[src/rtl/return_stack_if.sv]
// Purpose : bundles the control-side signals of the return-address stack.
// Ports   : master drives push/pop/err_clr/in and reads the stack status;
//           slave (the stack itself) is the mirror image.
interface return_stack_if #(
  parameter int BIT_WIDTH = 8,
  parameter int DEPTH     = 8
) ();
  localparam int CW = $clog2(DEPTH + 1);

  logic                 push;
  logic                 pop;
  logic                 err_clr;
  logic [BIT_WIDTH-1:0] in;
  logic [BIT_WIDTH-1:0] out;
  logic [CW-1:0]        count;
  logic                 empty;
  logic                 full;
  logic                 overflow;
  logic                 underflow;

  modport master (
    output push, pop, err_clr, in,
    input  out, count, empty, full, overflow, underflow
  );

  modport slave (
    input  push, pop, err_clr, in,
    output out, count, empty, full, overflow, underflow
  );
endinterface

[src/rtl/return_stack.sv]
// Purpose : LIFO return-address stack; push saves the PC, pop restores it.
// Latency : one clk from push/pop to updated out/count/empty/full; out is
//           combinational from registered state.
// Backpressure: none; a push when full or a pop when empty is refused and
//           latched in the sticky overflow/underflow flags.
// Ports   : clk, rst (async, active-low); bus (slave modport) carries
//           push, pop, err_clr, in -> out, count, empty, full, overflow, underflow.
module return_stack #(
  parameter int BIT_WIDTH = 8,
  parameter int DEPTH     = 8
) (
  input logic           clk,
  input logic           rst,
  return_stack_if.slave bus
);
  localparam int CW = $clog2(DEPTH + 1);
  localparam int AW = $clog2(DEPTH);

  logic [CW-1:0]        r_sp;
  logic [BIT_WIDTH-1:0] r_mem [DEPTH];
  logic                 r_ovf;
  logic                 r_unf;

  logic                 w_empty;
  logic                 w_full;
  logic [AW-1:0]        w_top_idx;
  logic                 w_wr_en;
  logic [AW-1:0]        w_wr_idx;
  logic [CW-1:0]        w_sp_nxt;
  logic                 w_ovf_set;
  logic                 w_unf_set;

  assign w_empty   = (r_sp == '0);
  assign w_full    = (r_sp == CW'(DEPTH));
  // Wraps when empty, but every consumer gates on w_empty first.
  assign w_top_idx = AW'(r_sp - CW'(1));

  always_comb begin
    w_wr_en   = 1'b0;
    w_wr_idx  = w_top_idx;
    w_sp_nxt  = r_sp;
    w_ovf_set = 1'b0;
    w_unf_set = 1'b0;
    if (bus.push && bus.pop) begin
      // Simultaneous push/pop replaces the top; on an empty stack it
      // degenerates to a plain push and never flags an error.
      w_wr_en = 1'b1;
      if (w_empty) begin
        w_wr_idx = '0;
        w_sp_nxt = CW'(1);
      end
    end else if (bus.push) begin
      if (w_full) begin
        w_ovf_set = 1'b1;
      end else begin
        w_wr_en  = 1'b1;
        w_wr_idx = AW'(r_sp);
        w_sp_nxt = r_sp + CW'(1);
      end
    end else if (bus.pop) begin
      if (w_empty) begin
        w_unf_set = 1'b1;
      end else begin
        w_sp_nxt = r_sp - CW'(1);
      end
    end
  end

  always_ff @(posedge clk or negedge rst) begin
    if (!rst) begin
      r_sp  <= '0;
      r_ovf <= 1'b0;
      r_unf <= 1'b0;
      for (int i = 0; i < DEPTH; i++) begin
        r_mem[i] <= '0;
      end
    end else begin
      r_sp  <= w_sp_nxt;
      // A new error event in the clearing cycle wins over err_clr.
      r_ovf <= w_ovf_set | (r_ovf & ~bus.err_clr);
      r_unf <= w_unf_set | (r_unf & ~bus.err_clr);
      if (w_wr_en) begin
        r_mem[w_wr_idx] <= bus.in;
      end
    end
  end

  assign bus.out       = w_empty ? '0 : r_mem[w_top_idx];
  assign bus.count     = r_sp;
  assign bus.empty     = w_empty;
  assign bus.full      = w_full;
  assign bus.overflow  = r_ovf;
  assign bus.underflow = r_unf;
endmodule
[src/flat_wrapper.sv]
// flat-port wrapper written by rule: the top's interface ports become plain ports
module return_stack_flat 
#(
  parameter int BIT_WIDTH = 8,
  parameter int DEPTH     = 8
)
  (clk, rst, bus_push, bus_pop, bus_err_clr, bus_in, bus_out, bus_count, bus_empty, bus_full, bus_overflow, bus_underflow);
  return_stack_if #(.BIT_WIDTH(BIT_WIDTH), .DEPTH(DEPTH)) bus_i ();
  input logic clk;
  input logic rst;
  input wire logic [$bits(bus_i.push)-1:0] bus_push;
  input wire logic [$bits(bus_i.pop)-1:0] bus_pop;
  input wire logic [$bits(bus_i.err_clr)-1:0] bus_err_clr;
  input wire logic [$bits(bus_i.in)-1:0] bus_in;
  output wire logic [$bits(bus_i.out)-1:0] bus_out;
  output wire logic [$bits(bus_i.count)-1:0] bus_count;
  output wire logic [$bits(bus_i.empty)-1:0] bus_empty;
  output wire logic [$bits(bus_i.full)-1:0] bus_full;
  output wire logic [$bits(bus_i.overflow)-1:0] bus_overflow;
  output wire logic [$bits(bus_i.underflow)-1:0] bus_underflow;
  assign bus_i.push = bus_push;
  assign bus_i.pop = bus_pop;
  assign bus_i.err_clr = bus_err_clr;
  assign bus_i.in = bus_in;
  assign bus_out = bus_i.out;
  assign bus_count = bus_i.count;
  assign bus_empty = bus_i.empty;
  assign bus_full = bus_i.full;
  assign bus_overflow = bus_i.overflow;
  assign bus_underflow = bus_i.underflow;
  return_stack #(.BIT_WIDTH(BIT_WIDTH), .DEPTH(DEPTH)) u_core (.clk(clk), .rst(rst), .bus(bus_i));
endmodule
[config.mk]
export PLATFORM = sky130hd
export DESIGN_NAME = return_stack_flat
export DESIGN_NICKNAME = d
export VERILOG_FILES = /design/src/rtl/return_stack_if.sv /design/src/rtl/return_stack.sv /design/src/flat_wrapper.sv
export SDC_FILE = /design/constraint.sdc
export NUM_CORES = 1
export LEC_CHECK = 0
export CORE_AREA = 2 2 123 125
export DETAILED_ROUTE_END_ITERATION = 10
export DIE_AREA = 0 0 125 127
export GPL_ROUTABILITY_DRIVEN = 1
export GPL_TIMING_DRIVEN = 0
export MAX_ROUTING_LAYER = met4
export PLACE_DENSITY = 0.53
export SKIP_LAST_GASP = 1
export SYNTH_ARGS = -nofsm -noshare
export SYNTH_HDL_FRONTEND = slang
export SYNTH_SLANG_ARGS = --single-unit
export TNS_END_PERCENT = 30
[constraint.sdc]
create_clock -name clk -period 2.2 [get_ports clk]
set_input_delay 0.44 -clock clk [delete_from_list [all_inputs] [get_ports clk]]
set_output_delay 0.44 -clock clk [all_outputs]
set_load 0.05 [all_outputs]
=== Yosys cells after proc, flatten, opt, wreduce, memory -nomap -nowiden ===
Cells that the tools add are included.

* Register bits: 70
* Input port bits: 13
* Output and inout port bits: 16
* Logic and storage cells: 59

* Add/sub/neg operators: 2
* Order comparisons: 3
* Equal/unequal tests: 4
* Mux-type cells: 27
* Bitwise operators: 7
* Reduce and logical (&&, ||, !) cells: 5

{| class="wikitable"
|+ Operator list
! cell !! number
|-
| 64-bit bitwise mux || 1
|-
| 8-bit 2-to-1 mux || 4
|-
| 8-bit binary-select mux with 3-bit select || 1
|-
| 8-bit demux with 3-bit select || 1
|-
| 4-bit 2-to-1 mux || 6
|-
| 3-bit 2-to-1 mux || 4
|-
| 1-bit 2-to-1 mux || 10
|-
| 4-bit greater-or-equal comparator, second input constant || 2
|-
| 3-bit inverter with 4-bit output || 2
|-
| 4-bit by 1-bit adder with 4-bit output, second input constant || 1
|-
| 4-bit == test, second input constant || 1
|-
| 4-bit logical NOT || 1
|-
| 4-bit by 1-bit less-than comparator with 1-bit output, second input constant || 1
|-
| 4-bit AND reduction || 1
|-
| 4-bit by 1-bit subtractor with 4-bit output, second input constant || 1
|-
| 3-bit by 2-bit inequality test with 1-bit output, second input constant || 1
|-
| 3-bit inequality test, second input constant || 1
|-
| 3-bit nonzero test || 1
|-
| 1-bit bitwise AND || 2
|-
| 1-bit logical AND || 2
|-
| 2-bit by 1-bit inequality test with 1-bit output, second input constant || 1
|-
| 1-bit bitwise OR || 2
|-
| 1-bit inverter || 1
|}

=== Longest topological paths before layout ===
Gate-level depths: netlist of run 1.

* Word-level depth: 10
* Depth in mapped cells: 9
* Mapped depth without buffers: 7

=== Least setup slack after synthesis of run 1 ===
OpenSTA, ideal clock, no wires.

* Path kind: register -> output
* From: register u_core.r_sp[0], in the netlist u_core.bus.count[0]
* To: output port bus_out[6]
* Data arrival time: 2808 ps
* Data required time: 1760 ps
* Path slack: -1048 ps
* Stages on the path, launching flop included: 9
* Path buffers: 3
* Cell sequence: dfrtp_1 buf_4 inv_1 ha_1 buf_2 clkbuf_1 mux4_2 nand2_1 a21oi_1

* Cells in the longest elaborated chain, start to end: 6
* Elaborated cells between the ends (all ways): 7
* Classes of those cells: add/sub: 1; mux: 4; bitwise: 1; reduce/logical: 1

{| class="wikitable"
|+ Ends and longest elaborated chain
! element !! line !! source
|-
| start: declaration || return_stack.sv:19 || <nowiki>logic [CW-1:0] r_sp;</nowiki>
|-
| start signal: assignment || return_stack.sv:78 || <nowiki>r_sp <= w_sp_nxt;</nowiki>
|-
| 4-bit by 1-bit subtractor with 4-bit output || return_stack.sv:36 || <nowiki>assign w_top_idx = AW'(r_sp - CW'(1));</nowiki>
|-
| 3-bit inverter with 4-bit output (not written as such) || return_stack.sv:88 || <nowiki>assign bus.out = w_empty ? '0 : r_mem[w_top_idx];</nowiki>
|-
| 8-bit binary-select mux with 3-bit select || return_stack.sv:88 ||
|-
| 8-bit 2-to-1 mux (not written as such) (2 in series) || return_stack.sv:88 ||
|-
| 8-bit 2-to-1 mux * || return_stack.sv:88 ||
|-
| end: declaration || flat_wrapper.sv:15 || <nowiki>output wire logic [$bits(bus_i.out)-1:0] bus_out;</nowiki>
|}

Mark *: on every way between the ends. The rest lies on a longest branch, timed or not. The select of a mux whose other input is x is not followed.

=== Worst setup path in the final report of run 1 ===
* From: register u_core.r_sp[0], in the netlist u_core.bus.count[0]
* To: output port bus_out[1]

Same word-level chain as after synthesis.

==> flow_results.org, run 1 <==
** Drt
- The detail route stage leaves a number of antenna-violating nets equal to 0.
- The detailed router placed around 2,400 vias in this run.
- DRC violation count after routing :: 0
- In the final routed layout, each cell accounts on average for around 18 um.
- Starting DRC count in detailed routing :: roughly 130
- Dividing the detail-routed via count by the number of cells gives around 4.7.
- Initial DRT Pass Iterations :: 4
- Detailed Route WL :: between 8000 and 9000 um

** Die
- The floorplan step set the die width to roughly 130 um.
- The die covers about 16,000 sq um.
- The core region is around 14,000 sq um.
- Number of top-level pins :: 29
- Number of placement rows :: 44
- Die outline height :: between 100 and 150 um
- For this configuration, the core starts out at a cell density of about a quarter.

** Placed design
- Cell Count Post-Placement :: 477
- Port buffering added 28 buffers.
- Sum of net half-perimeters after detailed placement :: ~5700 um
- At the end of routability-driven placement, the weighted congestion stood at about 0.79.

** Final layout
- Multi-input gate area in the final layout :: 1930 sq um
- Leaving out fill and tap cells, the most frequent cell in the layout is sky130_fd_sc_hd__dfrtp_1.
- Leading cell types in the layout, fill and taps excluded :: 68 x sky130_fd_sc_hd__dfrtp_1, 49 x sky130_fd_sc_hd__mux2_2, 16 x sky130_fd_sc_hd__mux4_2, 16 x sky130_fd_sc_hd__clkdlybuf4s50_1
- The number of antenna diodes in the final layout is 0.
- Cell Count, Final, Fillers Out :: between 500 and 600
- Area growth from synthesis to layout :: 38.7%
- The filler cells instantiated in the layout total around 1,400.
- At the end of the flow, the number of nets in the layout was approximately 340.
- Cells with a size suffix above 1 make up between 50% and 60% of the layout.
- Sequential cell area in the final layout :: between 1500 and 2000 sq um

** STA
- Setup_tns :: -2.86 ns
- Setup repair after global routing could not meet its margin everywhere.
- The number of hold violations in the final report is 0.
- Maximum clock rate :: around 410 MHz
- Minimum clock period :: about 2.4 ns
- The number of max-slew violations in the final report was 0.
- Worst-case setup margin in the final layout :: -0.221 ns
- # setup viols final :: 37
- In the finished design, the share of the clock period the worst path needs comes to 110%.
- For the pin with the worst max-slew slack, the measured transition is 0.504 ns.
- Headroom to the max-slew limit came out at between 60% and 70%.
- On the final layout, the worst clock skew is about 0.0051 ns.

** Worst hold path
- The tightest min-delay check is of the in -> async type.

** Synthesis
- The mapped netlist covers about 3600 sq um.
- Synthesis inferred 70 register bits.
- For this run, the number of Yosys warnings is 0.
- Summing the sequential cell areas from Yosys gives 49.3% of the chip area.
- Fraction of registers with async set or reset after synthesis :: between 90% and 100%
- Counting flops with a built-in enable in the synthesized netlist gives 0.
- Number of different library cells in the post-synthesis netlist :: 44
- Synthesized net count :: 279
- In the synthesized netlist, the number of instances is between 200 and 300.
- Averaged over all synthesized cells, the footprint is about 13 sq um.
- Top_reg_cell synth :: sky130_fd_sc_hd__dfrtp_1

** Critical path
- STA classifies the critical path startpoint as a flop.
- The largest individual stage delay along the critical path comes from the cell sky130_fd_sc_hd__dfrtp_2.
- By instance count, the cell type seen most on the critical path is sky130_fd_sc_hd__buf_6.
- The worst setup path is of the reg -> out kind.
- Of all nets on the critical path, the largest fanout is 5.
- For the worst setup path, the data arrival time is 1.98 ns.
- STA classifies the critical path endpoint as a primary output.
- For the worst setup path, the data required time is ~1.8 ns.
- For this run, the slowest stage of the critical path takes about 0.37 ns.
- CP cell instances :: buf_6, inv_4, ha_4, clkbuf_16, mux4_2, nand2_2, a21oi_4, buf_6

** Global route
- GRT Total Usage :: between 10% and 20%
- The initial antenna violation count is 0.
- Entering global routing, the biggest net connects a little over 70 pins.
- Global routing finished with a remaining overflow of 0.
- Number of global-route vias before repair :: between 2,000 and 3,000
- The first global-routing pass estimated 14,500 um of wire.

** Status
- The flow ran to the end, but the final reports show violations.
- Violations in the final reports :: negative setup slack

** Clock network
- Insertion delay to the later sink of the worst-skew pair :: 0.33 ns
- Number of buffers created by CTS :: 9
- The tree built by TritonCTS fans out to 70 sinks.
- The clock passes through at most 2 buffers.
- H-tree depth :: 3
- TritonCTS built the clock tree.
- Clock root buffer master :: sky130_fd_sc_hd__clkbuf_16
- Clock transition at path regs :: 0.06 ns

** Flow run
- Max-cap violations :: 0
[per-layer routing]
layer | part of all wire, % | vias up | global-route usage (%) | routed length [um]
li1 | - | 1096 | - | -
met1 | 46 | 1230 | 15.5 | 4100
met2 | 49 | 56 | 19.7 | 4360
met3 | 4.8 | 4 | 3.89 | 431
met4 | 0.61 | 0 | 2.75 | 55
met5 | 0 | - | - | 0
[cells by family (layout without fill, tap and decap cells)]
family | Yosys count | after routing | synth area share (%)
mux | 81 | 81 | 30.8
flops | 70 | 70 | 49.3
simple gates | 57 | 57 | 9.02
compound gates | 35 | 35 | 7.65
buf+inv | 19 | 80 | 2.54
fa+ha+maj | 2 | 2 | 0.705
[what timing repair did]
action	CTS	global route
hold buffers	0	0
setup buffers	15	4
pin swaps	13	14
resized for setup	87	17
cloned	1	0
endpoints found under the setup margin	74	73
[cell type report]
class,count,area share (%)
plain buffers,9,1.65
clock buffers,12,5.01
clock inverters,3,1.40
inverters,7,0.661
multi-input cells,175,39.2
flip-flops and latches,70,35.6
well taps,184,4.68
repair buffers,49,11.8
[metrics by stage]
step / hold WS (ns) / instance area (sq um) / setup slack, ns / utilization, %
after floorplan: 0.144 / 3720 / -0.327 / -
after global placement: 0.468 / 4230 / -2.06 / 29.3
after detailed placement: 0.480 / 4250 / -0.766 / 29.5
after CTS: 0.121 / 4810 / -0.256 / 33.4
after global routing: 0.128 / 4920 / -0.285 / 34.1
final: 0.108 / 4920 / -0.221 / 34.1
[path summary, 6_finish.rpt]
check                      depth (start not counted)  slack, ns                            start                              end
min in group clk                                   1       0.49      u_core.r_mem[9]$_DFFE_PN0P_      u_core.r_mem[9]$_DFFE_PN0P_
hold reg to reg                                    1       0.49      u_core.r_mem[9]$_DFFE_PN0P_      u_core.r_mem[9]$_DFFE_PN0P_
setup reg to reg                                   8      -0.09  u_core.bus.count[0]$_DFFE_PN0P_     u_core.r_mem[39]$_DFFE_PN0P_
max in group asynchronous                          2       1.78                              rst  u_core.bus.count[0]$_DFFE_PN0P_
setup / recovery                                   8      -0.22  u_core.bus.count[0]$_DFFE_PN0P_                       bus_out[1]
hold / removal                                     2       0.11                              rst  u_core.bus.count[2]$_DFFE_PN0P_
[Yosys cell counts (2+ instances only)]
cell / n / area, sq um
sky130_fd_sc_hd__dfrtp_1: 70 / 1750
sky130_fd_sc_hd__mux2_2: 51 / 574
sky130_fd_sc_hd__nand2_1: 24 / 90.1
sky130_fd_sc_hd__mux4_2: 16 / 360
sky130_fd_sc_hd__mux2_1: 14 / 158
sky130_fd_sc_hd__a21oi_1: 13 / 65.1
sky130_fd_sc_hd__inv_1: 7 / 26.3
sky130_fd_sc_hd__buf_2: 6 / 30.0
sky130_fd_sc_hd__nand2b_1: 6 / 37.5
sky130_fd_sc_hd__nor2_4: 6 / 67.6
sky130_fd_sc_hd__nor2_1: 5 / 18.8
sky130_fd_sc_hd__nand3_1: 4 / 20.0
sky130_fd_sc_hd__buf_4: 3 / 22.5
sky130_fd_sc_hd__o21ai_0: 3 / 15.0
sky130_fd_sc_hd__a32o_1: 2 / 20.0
sky130_fd_sc_hd__buf_1: 2 / 7.51
sky130_fd_sc_hd__ha_1: 2 / 25.0
sky130_fd_sc_hd__nand4_1: 2 / 12.5
sky130_fd_sc_hd__o22ai_1: 2 / 12.5
sky130_fd_sc_hd__o31ai_1: 2 / 15.0
[sequential cells by signal (all words and copies together) (netlist names)]
name	cells
u_core.bus.count	4
u_core.bus.overflow	1
u_core.bus.underflow	1
u_core.r_mem	64
[worst max-delay path, delay by kind of cell, from the launching register on]
kind	cells	cell delay, ns
buffers and inverters	4	0.49
flip-flops	1	0.37
adder cells (fa/ha/maj)	1	0.33
multiplexers	1	0.30
AND/OR/NAND/NOR	1	0.09
AO/OA/AOI/OAI	1	0.07
Power of run 1 is not shown: default switching activity piles up to over one toggle a cycle in this logic, so the estimate is an artifact.
==> inputs of run 2 (changes only) <==
--- a/config.mk
+++ b/config.mk
@@ -5,9 +5,10 @@
 export SDC_FILE = /design/constraint.sdc
 export NUM_CORES = 1
 export LEC_CHECK = 0
-export CORE_AREA = 2 2 123 125
+export ABC_AREA = 1
+export CORE_AREA = 2 2 124 126
 export DETAILED_ROUTE_END_ITERATION = 10
-export DIE_AREA = 0 0 125 127
+export DIE_AREA = 0 0 126 128
 export GPL_ROUTABILITY_DRIVEN = 1
 export GPL_TIMING_DRIVEN = 0
 export MAX_ROUTING_LAYER = met4
==> flow_results.org, run 2 <==
** STA
- Minimum clock period :: 2.60 ns (+0.179 ns)
- The clock skew after layout was 0.00467 ns (-0.000448 ns).
- The maximum achievable frequency came to 385 MHz (-6.9%).
- The post-route fraction of the period consumed by the critical path was 118% (+8.2 points).
- Worst-case setup margin in the final layout :: -0.400 ns (-0.179 ns)
- The number of max-slew violations in the final report came to 0 (unchanged).
- Max-slew headroom :: 55.9% (-10 points)
- RSZ-0062 raised after global routing :: yes
- Final Hold Vio Count :: 0 (unchanged)
- The slew at the pin closest to its max-slew limit was 0.661 ns (+0.157 ns).
- The final count of negative-setup-slack endpoints was 8 (-78%).

** Synthesis
- Syn. warnings :: 0 (unchanged)
- Fraction of post-synthesis cell area in the top cell type by area :: 47.9% (-1.4 points)
- Number of different library cells in the post-synthesis netlist :: 28 (-36%)
- Sequential cell area fraction in the yosys report :: 47.9% (-1.4 points)
- Top_reg_cell synth :: sky130_fd_sc_hd__dfrtp_1
- Fraction of registers with async set or reset after synthesis :: 100% (unchanged)
- Of all cell types, the one taking the most synthesized area is sky130_fd_sc_hd__dfrtp_1.
- The number of flops mapped to enable cells by yosys is 0 (unchanged).
- Sorting the synthesized cells by how often they occur yields 173 x sky130_fd_sc_hd__nand2_1, 70 x sky130_fd_sc_hd__dfrtp_1, 58 x sky130_fd_sc_hd__nor2_1.
- Among all cell types in the netlist, the one instantiated most often is sky130_fd_sc_hd__nand2_1.
- The post-synthesis sequential element count was 70 (unchanged).
- The average cell area after synthesis was 7.47 sq um (-44%).
- The gate count of the mapped netlist was 489 (+85%).
- Yosys attributes the largest share of cell area to sky130_fd_sc_hd__dfrtp_1 48%, sky130_fd_sc_hd__nand2_1 18%, sky130_fd_sc_hd__o21ai_0 7.5%, sky130_fd_sc_hd__nand3_1 7.3%, sky130_fd_sc_hd__nor2_1 6.0%.
- Cell area after synthesis :: 3650 sq um (+2.9%)
- The net count after synthesis was 504 (+81%).

** Final layout
- Cell Count, Final, Fillers Out :: 732 (+44%)
- Counting flops per register, the top entry is u_core.r_mem.
- From synthesis to final layout, the design area changed by 39.1%.
- The post-route core utilization came to 34.2% (+0.066 points).
- The library cell used most frequently in the layout, excluding fill and tap cells, is sky130_fd_sc_hd__nand2_1.
- The share of cells above drive strength 1 came to 25.7% (-26 points).
- Antenna fix cells :: 0 (unchanged)
- In the layout the commonest cells are 163 x sky130_fd_sc_hd__nand2_1, 69 x sky130_fd_sc_hd__dfrtp_1, 52 x sky130_fd_sc_hd__nor2_1, 52 x sky130_fd_sc_hd__nand3_1, 24 x sky130_fd_sc_hd__o21ai_1.
- The final-stage net count came to 555 (+65%).
- Flip-flop count of the largest register, all copies and words added :: 64 (unchanged)

** Critical path
- The worst setup path is launched from a flop.
- The endpoint required time on the critical path was 1.76 ns (about the same).
- The worst-path maximum fanout was 7 (+2).
- Reg-to-reg critical path startpoint :: u_core.bus.count[0]$_DFFE_PN0P_
- The number of cells traversed by the worst register-to-register path is 14 (+6).
- The setup path with the least slack is of type reg -> out.
- Kind of end point of the critical path :: primary output
- The arrival time of data at the critical path endpoint was 2.16 ns (+0.18 ns).
- Setup slack of the most critical reg-to-reg path :: 0.04 ns (+0.13 ns)
- Endpoint of the most critical register-to-register path :: u_core.r_mem[2]$_DFFE_PN0P_

** Clock network
- The count of hold buffers inserted by post-cts repair was 0 (unchanged).
- The clock-pin slew on the worst setup and hold paths was 0.06 ns (about the same).
- Clock root buffer master :: sky130_fd_sc_hd__clkbuf_16
- The number of levels the H-tree was split into is 3 (unchanged).
- TritonCTS clock tree :: built
- Insertion delay to the later sink of the worst-skew pair :: 0.33 ns (about the same)
- The clock sink count was 70 (unchanged).
- The CTS buffer count is 9 (unchanged).
- Buffers from clock root to sink, at most :: 2 (unchanged)

** Global route
- Largest net degree at the start of global routing :: 71 (unchanged)
- Number of global-route vias before repair :: 3,284 (+27%)
- The remaining global-route overflow came to 0 (unchanged).
- Wire length of the first global-routing pass :: 18,200 um (+25%)
- GRT Total Usage :: 14.9% (+2.6 points)
- The initial antenna violation count came to 0 (unchanged).

** Die
- The I/O pin count came to 29 (unchanged).
- Initial Utilization :: 24.6% (-0.039 points)
- The area enclosed by the die boundary was 16,100 sq um (+1.6%).
- The die outline height was 128 um (+0.79%).
- Area inside the core boundary :: 14,900 sq um (+3.1%)
- The standard-cell row count came to 45 (+2.3%).
- Horizontal die dimension :: 126 um (+0.80%)

** Drt
- Detailed Route WL :: 11,400 um (+28%)
- Routed via count :: 3,512 (+47%)
- Initial DRT Pass Iterations :: 5 (+1)
- Routed via count divided by cell count :: 4.80 (+2.4%)
- Per-cell routed wire length :: 15.6 um (-11%)
- The number of DRC markers in iteration 0 was 276 (+110%).
- Count of antenna-violating nets left after detailed routing :: 0 (unchanged)
- The final routed DRC violation total is 0 (unchanged).

** Placed design
- Weighted congestion reported at the end of routability-driven placement :: 0.886 (+12%)
- The sum of net half-perimeters after detailed placement was 7730 um (+36%).
- Port buffer count :: 19 (-32%)
- Cell Count Post-Placement :: 697 (+46%)

** Status
- The flow ran to the end, but the final reports show violations.
- Violations in the final reports :: negative setup slack

** Flow run
- The max capacitance violation total was 0 (unchanged).

** Worst hold path
- Hold crit path type :: in -> async
[run 2: cell count changes after synthesis, moves of 13 or more]
cell / previous run / this run
sky130_fd_sc_hd__clkbuf_1: 1 / 14
sky130_fd_sc_hd__mux2_1: 14 / 0
sky130_fd_sc_hd__mux2_2: 51 / 0
sky130_fd_sc_hd__o21ai_0: 3 / 55
sky130_fd_sc_hd__nand2_1: 24 / 173
sky130_fd_sc_hd__nand3_1: 4 / 53
sky130_fd_sc_hd__nor2_1: 5 / 58
sky130_fd_sc_hd__mux4_2: 16 / 0
[run 2: cells by family after synthesis]
logic type               count (synthesis)  synth area share (%)
AO/OA/AOI/OAI                           71                  11.0
XOR/XNOR                                 1                 0.240
buffers and inverters                   44                  5.21
adder cells (fa/ha/maj)                  2                 0.685
AND/OR/NAND/NOR                        301                  34.9
flip-flops                              70                  47.9
[run 2: per-layer routing]
layer	vias up	part of all wire, %	GRT usage [%]
li1	1695	-	-
met1	1675	47	21.0
met2	128	46	22.4
met3	14	5.6	1.96
met4	0	1.4	4.52
met5	-	0	-
[run 2: area by class of cell]
cell class / count / area (sq um)
Buffer: 26 / 216
Clock buffer: 12 / 267
Clock inverter: 3 / 42.5
Fill cell: 1594 / 9780
Inverter: 16 / 70.1
Multi-Input combinational cell: 375 / 2060
Sequential cell: 70 / 1750
Tap cell: 188 / 235
Timing Repair Buffer: 42 / 442
[run 2: metrics by stage]
stage / setup slack, ns / cell area (sq um) / hold slack (ns) / TNS, ns
2_1_floorplan: -0.354 / 3890 / 0.144 / -3.26
6_report: -0.400 / 5080 / 0.0944 / -2.93
5_1_grt: -0.464 / 5080 / 0.127 / -7.08
3_3_place_gp: -2.09 / 4310 / 0.448 / -151.19
4_1_cts: -0.456 / 4940 / 0.133 / -5.67
3_5_place_dp: -1.11 / 4340 / 0.453 / -22.52
[run 2: worst max path at each step]
stage | endpoint | depth (start not counted) | from
after detailed placement | bus_out[6] | 12 | u_core.bus.count[0]$_DFFE_PN0P_
final | bus_out[4] | 9 | u_core.bus.count[0]$_DFFE_PN0P_
after floorplan | bus_out[4] | 10 | u_core.bus.count[0]$_DFFE_PN0P_
after global routing | bus_out[4] | 10 | u_core.bus.count[0]$_DFFE_PN0P_
after CTS | bus_out[0] | 10 | u_core.bus.count[0]$_DFFE_PN0P_
after global placement | u_core.bus.count[0]$_DFFE_PN0P_ | 1 | rst
[run 2: worst max-delay path, stage by stage, from the launching register on]
cell	delay, ns
sky130_fd_sc_hd__dfrtp_2	0.43
sky130_fd_sc_hd__inv_8	0.05
sky130_fd_sc_hd__clkbuf_16	0.14
sky130_fd_sc_hd__ha_4	0.33
sky130_fd_sc_hd__clkbuf_16	0.17
sky130_fd_sc_hd__o21ai_2	0.05
sky130_fd_sc_hd__o21ai_2	0.19
sky130_fd_sc_hd__o21ai_2	0.11
sky130_fd_sc_hd__a31oi_4	0.15
sky130_fd_sc_hd__buf_6	0.18
[run 2: timing repair]
action	4_1_cts	5_1_grt
cloned	1	1
endpoints found under the setup margin	74	74
pin swaps	23	10
endpoints found under the hold margin	0	0
gates resized for setup	110	31
buffers inserted	18	2
Power of run 2 is left out for the same reason.
==> inputs of run 3 (changes only) <==
--- a/config.mk
+++ b/config.mk
@@ -12,7 +12,7 @@
 export GPL_ROUTABILITY_DRIVEN = 1
 export GPL_TIMING_DRIVEN = 0
 export MAX_ROUTING_LAYER = met4
-export PLACE_DENSITY = 0.53
+export PLACE_DENSITY = 0.52
 export SKIP_LAST_GASP = 1
 export SYNTH_ARGS = -nofsm -noshare
 export SYNTH_HDL_FRONTEND = slang
==> constraint.sdc (replaced) <==
create_clock -name clk -period 2.7 [get_ports clk]
set_input_delay 0.54 -clock clk [delete_from_list [all_inputs] [get_ports clk]]
set_output_delay 0.54 -clock clk [all_outputs]
set_load 0.05 [all_outputs]
==> flow_results.org, run 3 (same netlist as run 2, synthesis figures left out) <==
** Critical path
- The endpoint required time on the critical path was 2.16 ns (+0.40 ns).
- The worst-path maximum fanout is 8 (+1).
- Worst setup SP type :: flop
- Arrival time reported for the critical path endpoint :: 2.13 ns (-0.03 ns)
- Depth of the worst register-to-register path :: 12 (-2)
- Endpoint of the most critical register-to-register path :: u_core.r_mem[54]$_DFFE_PN0P_
- The critical path is of the reg -> out type.
- The slack of the worst reg-to-reg path is 0.32 ns (+0.28 ns).
- The worst register-to-register path begins at u_core.bus.count[0]$_DFFE_PN0P_.
- Worst Setup EP :: bus_out[6]
- First element of the critical path :: u_core.bus.count[0]$_DFFE_PN0P_
- Kind of end point of the critical path :: primary output

** Global route
- Wire length of the first global-routing pass :: 18,500 um (+2.1%)
- GRT Total Usage :: 15.0% (+0.062 points)
- Number of global-route vias before repair :: 3,399 (+3.5%)
- Congestion Overflow GR :: 0 (unchanged)
- Initial antenna violation count :: 0 (unchanged)
- The maximum number of pins on one net before global-route repair came to 46 (-35%).

** Drt
- DRC violation count after routing :: 0 (unchanged)
- The number of DRC markers in iteration 0 was 247 (-11%).
- Routed via count :: 3,433 (-2.2%)
- The routed wirelength normalized by instance count came to 15.5 um (-0.73%).
- Routed via count divided by cell count :: 4.74 (-1.2%)
- The antenna violation net count after detailed routing is 0 (unchanged).
- The aggregate routed wire length was 11,200 um (-1.8%).
- Initial DRT Pass Iterations :: 5 (unchanged)

** STA
- RSZ-0062 raised after global routing :: yes
- Based on the critical path, the design can be clocked at up to around 370 MHz.
- Of the available clock period, the critical path in the final layout requires 99.1%.
- The final count of negative-setup-slack endpoints is 0 (-8).
- Maximum clock skew at final layout :: 0.00630 ns (+0.00163 ns)
- Final Hold Vio Count :: 0 (unchanged)
- Minimum clock period :: 2.67 ns
- The number of max-slew violations in the final report is 0 (unchanged).
- The slew at the pin closest to its max-slew limit was 0.595 ns (-0.0654 ns).
- Setup_tns :: 0 ns (+2.93 ns)
- The worst slew margin relative to its limit is 60.3% (+4.4 points).

** Die
- Area inside the core boundary :: 14,900 sq um (unchanged)
- The I/O pin count is 29 (unchanged).
- Horizontal die dimension :: 126 um (unchanged)
- The die outline height was 128 um (unchanged).
- Initial Utilization :: 24.6% (unchanged)
- The standard-cell row count came to 45 (unchanged).
- The area enclosed by the die boundary was 16,100 sq um (unchanged).

** Clock network
- The clock-pin slew on the worst setup and hold paths is 0.06 ns (about the same).
- The clock sink count was 70 (unchanged).
- TritonCTS clock tree :: built
- Buffers from clock root to sink, at most :: 2 (unchanged)
- The number of levels the H-tree was split into is 3 (unchanged).
- Insertion delay to the later sink of the worst-skew pair :: 0.33 ns (about the same)
- The root buffer cell chosen for the clock tree is sky130_fd_sc_hd__clkbuf_16.
- Number of buffers created by CTS :: 9 (unchanged)

** Worst hold path
- The tightest min-delay check is of the in -> async type.

** Placed design
- Weighted congestion reported at the end of routability-driven placement :: 0.833 (-6.0%)
- Port buffer count :: 19 (unchanged)
- Sum of net half-perimeters after detailed placement :: 7920 um (+2.4%)

** Final layout
- The final-stage net count was 547 (-1.4%).
- The library cell used most frequently in the layout, excluding fill and tap cells, is sky130_fd_sc_hd__nand2_1.
- Register bank with the most flops :: u_core.r_mem
- The number of flip-flops under the largest register name came to 64 (unchanged).
- In the layout the commonest cells are 172 x sky130_fd_sc_hd__nand2_1, 68 x sky130_fd_sc_hd__dfrtp_1, 53 x sky130_fd_sc_hd__nand3_1.
- The number of diodes is 0 (unchanged).
- Area growth from synthesis to layout :: 33.8%
- The share of cells above drive strength 1 came to 22.9% (-2.8 points).

** Status
- The run finished with clean final reports.

** Flow run
- Max-cap violations :: 0 (unchanged)
run 3: cell types whose count changed in the layout (fill, tap and decap cells not counted), sizes merged:
| cell | delta |
|---|---|
| inv | -1 |
| clkbuf | -5 |
| bufinv | -1 |
| clkinv | +1 |
| dlymetal6s2s | +1 |
| buf | -6 |
| clkinvlp | +2 |
| dlygate4sd2 | +1 |
run 3: per-layer routing:
metal  vias to the layer above  global-route usage (%)  wire length (um)
met4                         0                    3.17                87
met2                        86                    23.5              5380
met3                         6                    2.67               488
met1                      1663                    20.4              5260
li1                       1678                       -                 -
met5                         -                       -                 0
run 3: critical path, stage by stage (launching register included):
cell,delay [ns]
sky130_fd_sc_hd__dfrtp_2,0.37
sky130_fd_sc_hd__clkbuf_16,0.15
sky130_fd_sc_hd__inv_12,0.03
sky130_fd_sc_hd__ha_4,0.33
sky130_fd_sc_hd__clkbuf_16,0.17
sky130_fd_sc_hd__clkinvlp_4,0.08
sky130_fd_sc_hd__buf_12,0.16
sky130_fd_sc_hd__nor2_4,0.10
sky130_fd_sc_hd__o21ai_2,0.07
sky130_fd_sc_hd__a31oi_4,0.16
sky130_fd_sc_hd__buf_6,0.18
run 3: worst min-delay path by stage:
stage,endpoint,slack (ns),cells past startpoint
after detailed placement,u_core.r_mem[11]$_DFFE_PN0P_,0.45,2
after CTS,u_core.bus.count[3]$_DFFE_PN0P_,0.14,1
after global routing,u_core.bus.count[3]$_DFFE_PN0P_,0.15,1
after floorplan,u_core.bus.count[0]$_DFFE_PN0P_,0.24,0
after global placement,u_core.r_mem[9]$_DFFE_PN0P_,0.45,2
final,u_core.bus.count[3]$_DFFE_PN0P_,0.13,1
run 3: timing repair:
| action | in CTS | in global routing |
|---|---|---|
| gates resized for setup | 77 | 55 |
| setup buffers | 7 | 8 |
| pin swaps | 9 | 26 |
| cloned | 1 | 0 |
| hold buffers | 0 | 0 |
| endpoints found under the hold margin | 0 | 0 |
| endpoints found under the setup margin | 10 | 42 |
run 3: area by class of cell:
cell class | instances | area (sq um)
Fill cell | 1587 | 9980
Multi-Input combinational cell | 375 | 2010
Sequential cell | 70 | 1750
Timing Repair Buffer | 36 | 374
Tap cell | 188 | 235
Clock buffer | 11 | 233
Buffer | 24 | 184
Inverter | 16 | 76.3
Clock inverter | 4 | 25.0
run 3: per-stage QoR:
stage	setup WS (ns)	std cells	util (%)	hold slack, ns	cell area (sq um)
3_5_place_dp	-0.786	697	28.9	0.453	4290
3_3_place_gp	-1.69	696	28.7	0.449	4270
2_1_floorplan	0.0211	489	-	0.244	3840
4_1_cts	-0.213	719	31.6	0.137	4690
5_1_grt	-0.0434	724	32.9	0.153	4890
6_report	0.0252	724	32.9	0.132	4890
Power of run 3 is left out for the same reason.
